$ cat config.mk
export PLATFORM = sky130hd
export DESIGN_NAME = sdram_port_arbiter
export DESIGN_NICKNAME = d
export VERILOG_FILES = /design/src/rtl/sdram_port_arbiter.sv
export SDC_FILE = /design/constraint.sdc
export NUM_CORES = 1
export LEC_CHECK = 0
export CORE_MARGIN = 2
export CORE_UTILIZATION = 36
export DETAILED_ROUTE_END_ITERATION = 16
export PLACE_DENSITY = 0.79
export SLEW_MARGIN = 0
export SYNTH_ARGS = -nofsm -noshare
export SYNTH_HDL_FRONTEND = slang
export SYNTH_SLANG_ARGS = --single-unit
$ cat constraint.sdc
create_clock -name clk -period 4.86 [get_ports clk]
set_clock_uncertainty 0.15 [all_clocks]
set_input_delay 0.486 -clock clk [delete_from_list [all_inputs] [get_ports clk]]
set_output_delay 0.486 -clock clk [all_outputs]
set_load 0.005 [all_outputs]
$ cat src/rtl/sdram_port_arbiter.sv
// Arbitrates the single memory command port between the camera write path and the
// LCD read path: one burst at a time, with a fixed recovery gap after every burst.
module sdram_port_arbiter #(
    parameter int ADDR_WIDTH  = 21,
    parameter int BURST_BEATS = 8,
    parameter int GAP_CYCLES  = 4,
    parameter int RD_TIMEOUT  = 64
) (
    input  logic                  clk,
    input  logic                  reset,
    input  logic                  init_done,
    input  logic                  wr_req,
    input  logic [ADDR_WIDTH-1:0] wr_addr,
    input  logic [31:0]           wr_data_in,
    output logic                  wr_grant,
    output logic                  wr_data_rd,
    output logic                  wr_done,
    input  logic                  rd_req,
    input  logic [ADDR_WIDTH-1:0] rd_addr,
    input  logic                  rd_urgent,
    output logic                  rd_grant,
    output logic [31:0]           rd_data_out,
    output logic                  rd_data_valid_out,
    output logic                  rd_done,
    output logic                  mem_cmd,
    output logic                  mem_cmd_en,
    output logic [ADDR_WIDTH-1:0] mem_addr,
    output logic [31:0]           mem_wr_data,
    input  logic [31:0]           mem_rd_data,
    input  logic                  mem_rd_data_valid,
    output logic                  error
);

    localparam logic [1:0] ST_IDLE     = 2'd0;
    localparam logic [1:0] ST_WR_BURST = 2'd1;
    localparam logic [1:0] ST_RD_WAIT  = 2'd2;
    localparam logic [1:0] ST_GAP      = 2'd3;

    localparam int MAX_AB  = (BURST_BEATS > GAP_CYCLES) ? BURST_BEATS : GAP_CYCLES;
    localparam int CNT_MAX = (RD_TIMEOUT > MAX_AB) ? RD_TIMEOUT : MAX_AB;
    localparam int CW      = $clog2(CNT_MAX + 1);
    localparam int BW      = $clog2(BURST_BEATS + 1);

    logic [1:0]            state_q, state_d;
    logic [CW-1:0]         cnt_q, cnt_d;
    logic [BW-1:0]         beat_q, beat_d;
    logic                  last_rd_q, last_rd_d;
    logic [ADDR_WIDTH-1:0] addr_q, addr_d;
    logic [31:0]           rd_data_q, rd_data_d;
    logic                  rd_valid_q, rd_valid_d;
    logic                  rd_done_q, rd_done_d;
    logic                  error_q, error_d;
    logic                  take_rd, take_wr, beat_last;
    logic                  in_wr, wr_beat;

    // cnt_q is the beat index in WR_BURST, the timeout count in RD_WAIT and the gap count in GAP.
    always_comb begin
        state_d    = state_q;
        cnt_d      = cnt_q;
        beat_d     = beat_q;
        last_rd_d  = last_rd_q;
        addr_d     = addr_q;
        rd_data_d  = rd_data_q;
        rd_valid_d = 1'b0;
        rd_done_d  = 1'b0;
        error_d    = error_q;
        take_rd    = 1'b0;
        take_wr    = 1'b0;
        beat_last  = (beat_q == BW'(BURST_BEATS - 1));

        case (state_q)
            ST_IDLE: begin
                cnt_d  = '0;
                beat_d = '0;
                if (init_done) begin
                    // Urgent reads win outright; a tie goes to whoever was not served last.
                    if (rd_req && (rd_urgent || !wr_req || !last_rd_q)) begin
                        take_rd = 1'b1;
                    end else begin
                        take_wr = wr_req;
                    end
                end
                if (take_rd) begin
                    state_d   = ST_RD_WAIT;
                    addr_d    = rd_addr;
                    last_rd_d = 1'b1;
                end else if (take_wr) begin
                    state_d   = ST_WR_BURST;
                    addr_d    = wr_addr;
                    last_rd_d = 1'b0;
                end
            end
            ST_WR_BURST: begin
                if (cnt_q == CW'(BURST_BEATS)) begin
                    state_d = ST_GAP;
                    cnt_d   = '0;
                end else begin
                    cnt_d = cnt_q + CW'(1);
                end
            end
            ST_RD_WAIT: begin
                cnt_d = cnt_q + CW'(1);
                if (mem_rd_data_valid) begin
                    rd_valid_d = 1'b1;
                    rd_data_d  = mem_rd_data;
                    beat_d     = beat_q + BW'(1);
                end
                if (mem_rd_data_valid && beat_last) begin
                    rd_done_d = 1'b1;
                    state_d   = ST_GAP;
                    cnt_d     = '0;
                end else if (cnt_q == CW'(RD_TIMEOUT - 1)) begin
                    rd_done_d = 1'b1;
                    error_d   = 1'b1;
                    state_d   = ST_GAP;
                    cnt_d     = '0;
                end
            end
            default: begin
                if (cnt_q == CW'(GAP_CYCLES - 1)) begin
                    state_d = ST_IDLE;
                    cnt_d   = '0;
                end else begin
                    cnt_d = cnt_q + CW'(1);
                end
            end
        endcase

        // A beat nobody asked for is dropped and flagged.
        if (mem_rd_data_valid && (state_q != ST_RD_WAIT)) begin
            error_d = 1'b1;
        end
    end

    always_ff @(posedge clk or posedge reset) begin
        if (reset) begin
            state_q    <= ST_IDLE;
            cnt_q      <= '0;
            beat_q     <= '0;
            last_rd_q  <= 1'b0;
            addr_q     <= '0;
            rd_data_q  <= '0;
            rd_valid_q <= 1'b0;
            rd_done_q  <= 1'b0;
            error_q    <= 1'b0;
        end else begin
            state_q    <= state_d;
            cnt_q      <= cnt_d;
            beat_q     <= beat_d;
            last_rd_q  <= last_rd_d;
            addr_q     <= addr_d;
            rd_data_q  <= rd_data_d;
            rd_valid_q <= rd_valid_d;
            rd_done_q  <= rd_done_d;
            error_q    <= error_d;
        end
    end

    assign in_wr   = (state_q == ST_WR_BURST);
    assign wr_beat = in_wr && (cnt_q < CW'(BURST_BEATS));

    assign mem_cmd_en        = (in_wr || (state_q == ST_RD_WAIT)) && (cnt_q == '0);
    assign mem_cmd           = in_wr;
    assign mem_addr          = addr_q;
    assign wr_grant          = in_wr && (cnt_q == '0);
    assign rd_grant          = (state_q == ST_RD_WAIT) && (cnt_q == '0);
    assign wr_data_rd        = wr_beat;
    assign wr_done           = in_wr && (cnt_q == CW'(BURST_BEATS));
    assign mem_wr_data       = wr_beat ? wr_data_in : '0;
    assign rd_data_out       = rd_data_q;
    assign rd_data_valid_out = rd_valid_q;
    assign rd_done           = rd_done_q;
    assign error             = error_q;

endmodule

# Word-level counts from Yosys, hierarchy flattened

Index checks and enable logic that the tools add are counted.
Widths: inputs -> output; s select.

Register bits after elaboration: 70
Output and inout bits: 94
Word-level logic and storage cells: 83

Add/subtract/negate cells: 2
$lt $le $gt $ge: 1
Equality and inequality tests: 12
Multiplexer cells: 34
Reductions and logical operators: 25

Operators with widths:

| kind                | number |
|---|---|
| $mux 21             | 2 |
| $mux 32             | 1 |
| $mux 7              | 4 |
| $pmux 7 s3          | 1 |
| $mux 1              | 17 |
| $mux 2              | 6 |
| $logic_and 1x1->1   | 8 |
| $pmux 4 s2          | 1 |
| $reduce_bool 2->1   | 4 |
| $add 7x1->7 const B | 1 |
| $eq 7x2->1 const B  | 1 |
| $eq 7x4->1 const B  | 1 |
| $eq 7x6->1 const B  | 1 |
| $logic_not 7->1     | 1 |
| $lt 7x4->1 const B  | 1 |
| $pmux 2 s3          | 1 |
| $reduce_and 2->1    | 3 |
| $add 4x1->4 const B | 1 |
| $eq 4x3->1 const B  | 1 |
| $mux 4              | 1 |
| $ne 2x1->1 const B  | 2 |
| $ne 2x2->1 const B  | 2 |
| $reduce_and 4->1    | 1 |
| $reduce_bool 4->1   | 1 |
| 8 further kinds     | 11 |

# Depth between registers and ports, before layout

Gate-level depths: netlist of the first run.

Word-level depth: 10
Gate-level depth with buffers: 7
Gate-level depth less buffers: 7

# Worst setup path before layout of the first run

No wires, ideal clock.

Kind: reg-to-output
Start: reg state_q[1]
End: out mem_wr_data[22]
Data arrival time: 1626 ps
Data required time: 4224 ps
Path slack: 2598 ps
Stages on the path, launching flop included: 7
Path buffers: 1
Cells stage by stage: dfrtp_1 -> inv_1 -> ha_1 -> inv_1 -> nor4_1 -> clkbuf_1 -> and2_1

Word-level cells in the longest chain between the ends: 3

Ends and longest elaborated chain:

| what                   | line | text |
|---|---|---|
| from (decl)            | 44   | `logic [1:0] state_q, state_d;` |
| from (signal assigned) | 147  | `state_q <= state_d;` |
| $eq 2x1->1             | 159  | `assign in_wr = (state_q == ST_WR_BURST);` |
| via mem_cmd            | 25   | `output logic mem_cmd,` |
| $logic_and 1x1->1      | 160  | `assign wr_beat = in_wr && (cnt_q < CW'(BURST_BEATS));` |
| via wr_data_rd         | 16   | `output logic wr_data_rd,` |
| $mux 32                | 169  | `assign mem_wr_data = wr_beat ? wr_data_in : '0;` |
| to (decl)              | 28   | `output logic [31:0] mem_wr_data,` |

The timed path passes the listed nets, and every way through them passes these cells.

# Worst setup path in the final report of the first run

Start: reg state_q[1]
End: out mem_wr_data[16]

Word-level cells in the longest chain between the ends: 3

Ends and longest elaborated chain:

| what              | line |
|---|---|
| $eq 2x1->1        | 159 |
| $logic_and 1x1->1 | 160 |
| $mux 32           | 169 |

No other way between the ends.

==> results.ini, run 1 <==
[run_status]
run_status = complete, no violations

[timing]
max-slew-margin-rel_pct = 34.5
final.period_utilization_pct = 60.4
setup_ws_ns = 1.93
fin_crit_ns = 2.93
final-max-slew-violation-count = 0
hold_viol = 0
tightest_slew_ns = 0.983
finalSetupViolations = 0
hold-worst-slack_ns = 0.330
setup_tns_ns = 0
grt_setup_unrepaired = false
fmax_mhz = 341

[critical_path]
worst-endpoint-arrival_ns = 2.30
critical_setup_path_kind = register to output port
worst_setup_path_end_kind = output port
timing.critical_path.from_type = register
critical_path.max_fanout = 33
cp.required_ns = 4.22

[clock_tree]
buffer_count_from_post_cts_setup_fixing = 0
cts_inserted_buffers = 9
htree_levels = 3
ctsLongestPathBuffers = 2
ctsResizeCount = 0
holdBufCountCts = 0
clk_pin_slew_worst_paths_ns = 0.07
cts_root_buf = clkbuf_8
clock-sinks = 70
tritoncts = built
skew_pair_late_insertion_delay_ns = 0.33

[yosys]
synth-edff-count = 0
async_reset_ff_share_pct = 100
synth_warnings = 0
synth_most_common_cell = dfrtp_1
synth.yosys.seq_area_share_pct = 53.3
post_synthesis_net_count = 413
synth_cell_types = 32
netlist_instances = 293
synth_top_cell_by_area = dfrtp_1
synth_area_per_cell_um2 = 11.2
synth.cells.most_frequent = dfrtp_1, and2_1, mux2_2
netlist_top_cells_area = dfrtp_1, mux2_2, mux2i_1
syn_area_um2 = 3290
postSynth.topFlopCell = dfrtp_1
netlist.area_leader.share_pct = 53.3
ys_seq_elements = 70

[floorplan]
floorplan.io_pins = 207
die_area_um2 = 9910
initial_core_util_pct = 37.3
die_h_um = 99.6
die_x_um = 99.6
rows = 34
standard_cell_core_area_um2 = 8810

[cells_and_area]
drive_gt1_share_pct = 10.9
postLayoutCoreUtil_pct = 64.3
area_growth_syn_to_layout_pct = 72.3
final_net_count = 619
diodes = 0

[global_route]
gr_ovfl_total = 0
maximum_number_of_pins_on_one_net_before_global_route_repair = 45
grt_pass1_wl_mm = 15.1
grt_antenna_before_repair = 0
groute.usage.overall_pct = 19.4
vias_in_the_first_global_route = 2955

[routing]
drt_pass1_iterations = 4
wire_per_inst_um = 15.5
antenna_violating_nets_post_route = 0
drc_errors = 0
drt_iter0_drc = 67
drt-total-wl_mm = 9.50
num_vias = 2941
route.detailed.vias_per_inst = 4.81

[hold_path]
worst_hold_path_type = register to register

[pwr]
power.density_nw_per_um2 = 510
static-leakage-power_nw = 2.35
post-layout-total-power_mw = 2.89
ir_worst_vdd_mv = 0.284

[place]
quantity_of_i_o_buffers_inserted_on_ports = 206
dpl_worst_slack_ns = 2.25
dp_hpwl_mm = 7.60
finalWeightedCongestion = 0.762

[flow_run]
timing.max_cap.violations = 0

placed cells by master (no fill, tap or decap), types with 2 or more instances in the layout:
cell / instances
o21ai_0: 26
clkbuf_1: 2
clkdlybuf4s50_1: 206
nand2b_1: 2
clkbuf_8: 9
xor2_1: 2
inv_1: 9
a21oi_1: 4
and2_1: 36
mux2i_1: 24
clkinvlp_4: 2
nor2_1: 8
mux2_2: 32
nor4_1: 2
buf_4: 4
xnor2_1: 3
nand3_1: 5
a211oi_1: 3
dfrtp_1: 70
ha_1: 7
nand2_1: 29
stage by stage:
step                area [um^2]  instances
floorplan                  3290        293
global placement           5470        596
detailed placement         5470        596
CTS                        5660        612
global route               5660        612
finish                     5660        612
registers in the layout (all words and copies together), names as in the netlist:
name	cells
state_q	2
beat_q	4
cnt_q	7
rd_data_valid_out	1
last_rd_q	1
rd_data_out	32
mem_addr	21
rd_done	1
error	1
power by group:
group	total [mW]	internal [mW]	switching [mW]
Clock	0.457	0.239	0.219
Combinational	1.45	0.928	0.524
Sequential	0.980	0.834	0.146
Total	2.89	2.00	0.889
worst max-delay path, stage by stage, from the launching register on:
cell	delay (ns)
dfrtp_1	0.41
inv_1	0.09
ha_1	0.22
inv_1	0.08
nor4_2	0.21
buf_4	0.28
and2_1	0.18
clkdlybuf4s50_1	0.50
path summary, 6_finish.rpt:
check                             start               to  slack [ns]  depth (start not counted)
setup / recovery             state_q[1]  mem_wr_data[16]        1.93                          7
hold / removal             mem_addr[16]     mem_addr[16]        0.33                          2
setup reg to reg               cnt_q[4]       state_q[1]        2.55                          5
hold reg to reg            mem_addr[16]     mem_addr[16]        0.33                          2
max in group asynchronous         reset          rd_done        3.13                          3
min in group asynchronous         reset  rd_data_out[30]        0.52                          2
per-layer routing:
metal | part of all wire [%] | vias up | track usage, %
li1 | - | 1407 | -
met1 | 36 | 1378 | 19.8
met2 | 53 | 142 | 36.9
met3 | 8.1 | 14 | 5.13
met4 | 3.0 | 0 | 8.75
met5 | 0 | - | 0
area by class of cell:
| type | count | area, um^2 |
|---|---|---|
| repair buffers | 210 | 2090 |
| multi-input cells | 198 | 1460 |
| inverters | 10 | 37.5 |
| clock inverters | 5 | 58.8 |
| flip-flops and latches | 70 | 1750 |
| fillers | 725 | 3140 |
| well taps | 108 | 135 |
| clock buffers | 11 | 131 |
logic make-up after synthesis:
logic type	count (synthesis)	share of synthesized area, %
buffers and inverters	25	3.04
adders and majority gates	7	2.66
and+or+nand+nor	89	14.1
xor gates and xnor gates	5	1.33
AOI/OAI and AO/OA	40	6.96
muxes	57	18.6
DFF	70	53.3
Note: power is estimated with default switching activity, not from simulation.
==> inputs of run 2 (changes only) <==
==> constraint.sdc (replaced) <==
create_clock -name clk -period 3.1 [get_ports clk]
set_clock_uncertainty 0.15 [all_clocks]
set_input_delay 0.31 -clock clk [delete_from_list [all_inputs] [get_ports clk]]
set_output_delay 0.31 -clock clk [all_outputs]
set_load 0.005 [all_outputs]
==> run 2 against run 1 <==
Die area unchanged. Combinational power increased by 57%. First-iteration DRC count decreased by 1.5%. Non-clock buffer count increased by 1. Largest power group unchanged. Critical path depth unchanged.
==> results.ini, run 2 (synthesized netlist as in run 1, its figures left out) <==
[routing]
route.detailed.vias_per_inst = 4.80
drc_errors = 0
drt_pass1_iterations = 5
num_vias = 2940
antenna_violating_nets_post_route = 0
wire_per_inst_um = 15.5
drt-total-wl_mm = 9.51
drt_iter0_drc = 66

[floorplan]
initial_core_util_pct = 37.3
standard_cell_core_area_um2 = 8810
rows = 34
floorplan.io_pins = 207
die_x_um = 99.6
die_area_um2 = 9910
die_h_um = 99.6

[cells_and_area]
area_growth_syn_to_layout_pct = 73.4
finalInstanceArea_um2 = 5700
flip_flop_count_of_the_largest_register_all_copies_and_words_added = 32
seqCellArea_um2 = 1750
postLayoutCoreUtil_pct = 64.7
layout.filler_cells = 710
final_net_count = 620
drive_gt1_share_pct = 11.5
diodes = 0
layout.cells.most_common_list = clkdlybuf4s50_1, dfrtp_1, and2_1
layout.cells.most_common = clkdlybuf4s50_1
multi_input_area_um2 = 1460

[run_status]
run_status = complete, no violations

[place]
finalWeightedCongestion = 0.761
dpl_worst_slack_ns = 0.674
quantity_of_i_o_buffers_inserted_on_ports = 206
detailed_place.area_um2 = 5490
dp_hpwl_mm = 7.66

[pwr]
ir_worst_vdd_mv = 0.391
power.density_nw_per_um2 = 801
static-leakage-power_nw = 2.37

[clock_tree]
holdBufCountCts = 0
htree_levels = 3
skew_pair_late_insertion_delay_ns = 0.34
tritoncts = built
ctsLongestPathBuffers = 2
cts_inserted_buffers = 9
clk_pin_slew_worst_paths_ns = 0.09
buffer_count_from_post_cts_setup_fixing = 0
ctsResizeCount = 0
cts_root_buf = clkbuf_8
clock-sinks = 70

[global_route]
maximum_number_of_pins_on_one_net_before_global_route_repair = 44
vias_in_the_first_global_route = 2932
gr_ovfl_total = 0
groute.usage.overall_pct = 19.0
grt_antenna_before_repair = 0
grt_pass1_wl_mm = 14.7

[critical_path]
crit_path_max_incr_delay_ns = 0.51
critical_path.cell_chain = inv_1 -> ha_1 -> inv_1 -> nor4_2 -> buf_4 -> and2_1 -> clkdlybuf4s50_1
cp.required_ns = 2.64
critical_setup_path_kind = register to output port
critical-path-slowest-cell = clkdlybuf4s50_1
critical-path-top-cell-by-count = inv_1
worst-endpoint-arrival_ns = 2.32
critical_path.max_fanout = 33
timing.critical_path.from_type = register
worst_setup_path_end_kind = output port

[timing]
setup_tns_ns = 0
setup_ws_ns = 0.323
fin_crit_ns = 2.78
grt_setup_unrepaired = false
finalSetupViolations = 0
max-slew-margin-rel_pct = 58.0
final.period_utilization_pct = 89.6
tightest_slew_ns = 0.624
hold_viol = 0
fmax_mhz = 360
final-max-slew-violation-count = 0

[hold_path]
worst_hold_path_type = input pin to async pin

[flow_run]
timing.max_cap.violations = 0

## run 2: path summary, 6_finish.rpt
path / startpoint / end / slack, ns / depth (start not counted)
worst max-delay path: state_q[1] / mem_wr_data[13] / 0.32 / 7
worst min-delay path: reset / rd_data_out[19] / 0.19 / 2
worst max register to register: cnt_q[4] / state_q[1] / 0.82 / 5
worst min register to register: mem_addr[7] / mem_addr[7] / 0.33 / 2
max in group asynchronous: reset / rd_data_out[12] / 1.95 / 3
min in group clk: mem_addr[7] / mem_addr[7] / 0.33 / 2
## run 2: layer usage
metal  vias up  share of wire (%)  track usage [%]
met5         -                  0                0
met4         0                2.0             7.48
met1      1380                 36             19.2
li1       1413                  -                -
met2       134                 54             36.9
met3        13                7.5             4.92
## run 2: metrics by stage
step | hold slack, ns | total power, mW | instances
after detailed placement | 0.320 | 3.85 | 597
final | 0.186 | 4.57 | 613
after global routing | 0.255 | 4.88 | 613
after floorplan | 0.286 | 2.46 | 293
after global placement | 0.310 | 3.78 | 597
after CTS | 0.207 | 4.62 | 613
## run 2: area by class of cell
class	count	area share, %
clock buffers	10	2.41
clock inverters	6	1.21
inverters	10	0.658
multi-input cells	198	25.6
flip-flops and latches	70	30.7
well taps	108	2.37
repair buffers	211	37.1
## run 2: critical path, delay by kind of cell (launching register included)
kind                     cells  cell delay (ns)
AND/OR/NAND/NOR              2             0.36
adder cells (fa/ha/maj)      1             0.23
flip-flops                   1             0.41
buffers and inverters        4             0.97
## run 2: where the power goes
| group | leakage, nW | switching (mW) | internal [mW] | total [mW] |
|---|---|---|---|---|
| Combinational | 1.40 | 0.821 | 1.46 | 2.28 |
| Sequential | 0.865 | 0.224 | 1.31 | 1.53 |
| Clock | 0.103 | 0.362 | 0.398 | 0.760 |
| Total | 2.37 | 1.41 | 3.16 | 4.57 |
==> inputs of run 3 (changes only) <==
--- a/config.mk
+++ b/config.mk
@@ -5,10 +5,12 @@
 export SDC_FILE = /design/constraint.sdc
 export NUM_CORES = 1
 export LEC_CHECK = 0
+export CAP_MARGIN = 10
 export CORE_MARGIN = 2
-export CORE_UTILIZATION = 36
+export CORE_UTILIZATION = 37
+export CTS_BUF_LIST = sky130_fd_sc_hd__clkbuf_8 sky130_fd_sc_hd__clkbuf_16
 export DETAILED_ROUTE_END_ITERATION = 16
-export PLACE_DENSITY = 0.79
+export PLACE_DENSITY = 0.81
 export SLEW_MARGIN = 0
 export SYNTH_ARGS = -nofsm -noshare
 export SYNTH_HDL_FRONTEND = slang
==> run 3 against run 2 <==
Register-to-register slack hardly changed. Worst hold slack lost 0.070 ns. Sequential power about the same. Non-clock buffer count unchanged. Cell count down 0.16%. Sequential share of layout area is 0.081 points lower. Die area is 2.6% lower. Flip-flop and latch count unchanged. Largest cell class unchanged. Largest power group unchanged. Highest routed layer unchanged.
==> results.ini, run 3 (synthesized netlist as in run 1, its figures left out) <==
[place]
quantity_of_i_o_buffers_inserted_on_ports = 206
dpl_worst_slack_ns = 0.660
dp_hpwl_mm = 7.10
detailed_place.area_um2 = 5490
finalWeightedCongestion = 0.761
place_inst = 597

[critical_path]
worst_r2r_startpoint = cnt_q[4]
worst-endpoint-arrival_ns = 2.32
critical_setup_path_kind = register to output port
critical_path.max_fanout = 33
timing.critical_path.from_type = register
reg2reg_slack_ns = 0.81
worstReg2RegEnd = state_q[1]
timing.reg2reg.worst_path_depth = 5
worst_setup_path_end_kind = output port
cp.required_ns = 2.64

[hold_path]
worst_hold_path_type = input pin to async pin

[cells_and_area]
finalInstanceArea_um2 = 5720
final_net_count = 620
layout.filler_cells = 708
flip_flop_count_of_the_largest_register_all_copies_and_words_added = 32
diodes = 0
postLayoutCoreUtil_pct = 65.9
area_growth_syn_to_layout_pct = 73.8
finish.cell_count_without_fillers = 612
layout.cells.most_common = clkdlybuf4s50_1
drive_gt1_share_pct = 11.3
layout.cells.most_common_list = clkdlybuf4s50_1, dfrtp_1, and2_1

[floorplan]
die_x_um = 98.3
initial_core_util_pct = 37.9
standard_cell_core_area_um2 = 8680
floorplan.io_pins = 207
die_h_um = 98.3
die_area_um2 = 9660
rows = 34

[clock_tree]
cts_inserted_buffers = 9
tritoncts = built
clock-sinks = 70
cts_root_buf = clkbuf_8
clk_pin_slew_worst_paths_ns = 0.08
buffer_count_from_post_cts_setup_fixing = 0
htree_levels = 3
ctsResizeCount = 0
ctsLongestPathBuffers = 2
skew_pair_late_insertion_delay_ns = 0.32
holdBufCountCts = 0

[timing]
final.period_utilization_pct = 89.7
fmax_mhz = 360
finalSetupViolations = 0
max-slew-margin-rel_pct = 59.4
grt_setup_unrepaired = false
hold-worst-slack_ns = 0.116
final-max-slew-violation-count = 0
tightest_slew_ns = 0.603
setup_ws_ns = 0.321
fin_crit_ns = 2.78
setup_tns_ns = 0
hold_viol = 0

[pwr]
power.share.clock_pct = 17.6
power_report.internal_total_mw = 3.24
power_switching_mw = 1.38
sequential_group_share_of_total_power_pct = 33.2
ir_worst_vdd_mv = 0.366
static-leakage-power_nw = 2.37
power.density_nw_per_um2 = 807
swShare_pct = 29.9
post-layout-total-power_mw = 4.61
power_frac_comb_pct = 49.2

[routing]
antenna_violating_nets_post_route = 0
drt_iter0_drc = 115
route.detailed.vias_per_inst = 4.76
num_vias = 2914
drt-total-wl_mm = 8.91
drt_pass1_iterations = 4
wire_per_inst_um = 14.6
drc_errors = 0

[global_route]
grt_antenna_before_repair = 0
maximum_number_of_pins_on_one_net_before_global_route_repair = 56
vias_in_the_first_global_route = 2926
gr_ovfl_total = 0
grt_pass1_wl_mm = 14.2
groute.usage.overall_pct = 18.3

[run_status]
run_status = complete, no violations

[flow_run]
timing.max_cap.violations = 0

[run 3: cell types whose count changed in the layout (fill, tap and decap cells not counted), sizes merged]
cell / change
bufinv: +1
clkinv: -2
inv: -1
clkinvlp: +1
[run 3: routing by layer]
layer	track usage (%)	share of wire, %	vias up
met4	6.11	1.9	0
met3	5.80	8.1	12
met2	32.5	51	137
met1	20.8	38	1358
met5	0	0	-
li1	-	-	1407
[run 3: worst max-delay path, stage by stage (launching register included)]
cell             delay (ns)
dfrtp_1                0.42
inv_1                  0.09
ha_1                   0.23
inv_1                  0.09
nor4_2                 0.20
buf_4                  0.27
and2_1                 0.17
clkdlybuf4s50_1        0.52
[run 3: how the worst max path moves through the flow]
stage / start / to / slack, ns / cells past startpoint
global placement: state_q[1] / mem_wr_data[16] / 0.76 / 7
CTS: state_q[1] / mem_wr_data[14] / 0.29 / 7
floorplan: reset / beat_q[0] / 0.87 / 1
detailed placement: state_q[1] / mem_wr_data[14] / 0.66 / 7
finish: state_q[1] / mem_wr_data[14] / 0.32 / 7
global route: state_q[1] / mem_wr_data[14] / 0.05 / 7
[run 3: final cells by class]
cell class                      count  area (um^2)  share of cell area, %
Clock buffer                       10          138                   2.41
Clock inverter                      5         83.8                   1.47
Inverter                           10         37.5                  0.657
Multi-Input combinational cell    198         1460                   25.5
Sequential cell                    70         1750                   30.6
Tap cell                          108          135                   2.36
Timing Repair Buffer              211         2110                   37.0
[run 3: power by group through the flow]
| stage | Sequential, mW | Combinational, mW | Clock (mW) |
|---|---|---|---|
| after floorplan | 1.54 | 0.920 | 0 |
| after global placement | 1.53 | 2.24 | 0 |
| after detailed placement | 1.55 | 2.30 | 0 |
| after CTS | 1.54 | 2.30 | 0.835 |
| after global routing | 1.58 | 2.48 | 0.875 |
| final | 1.53 | 2.27 | 0.812 |
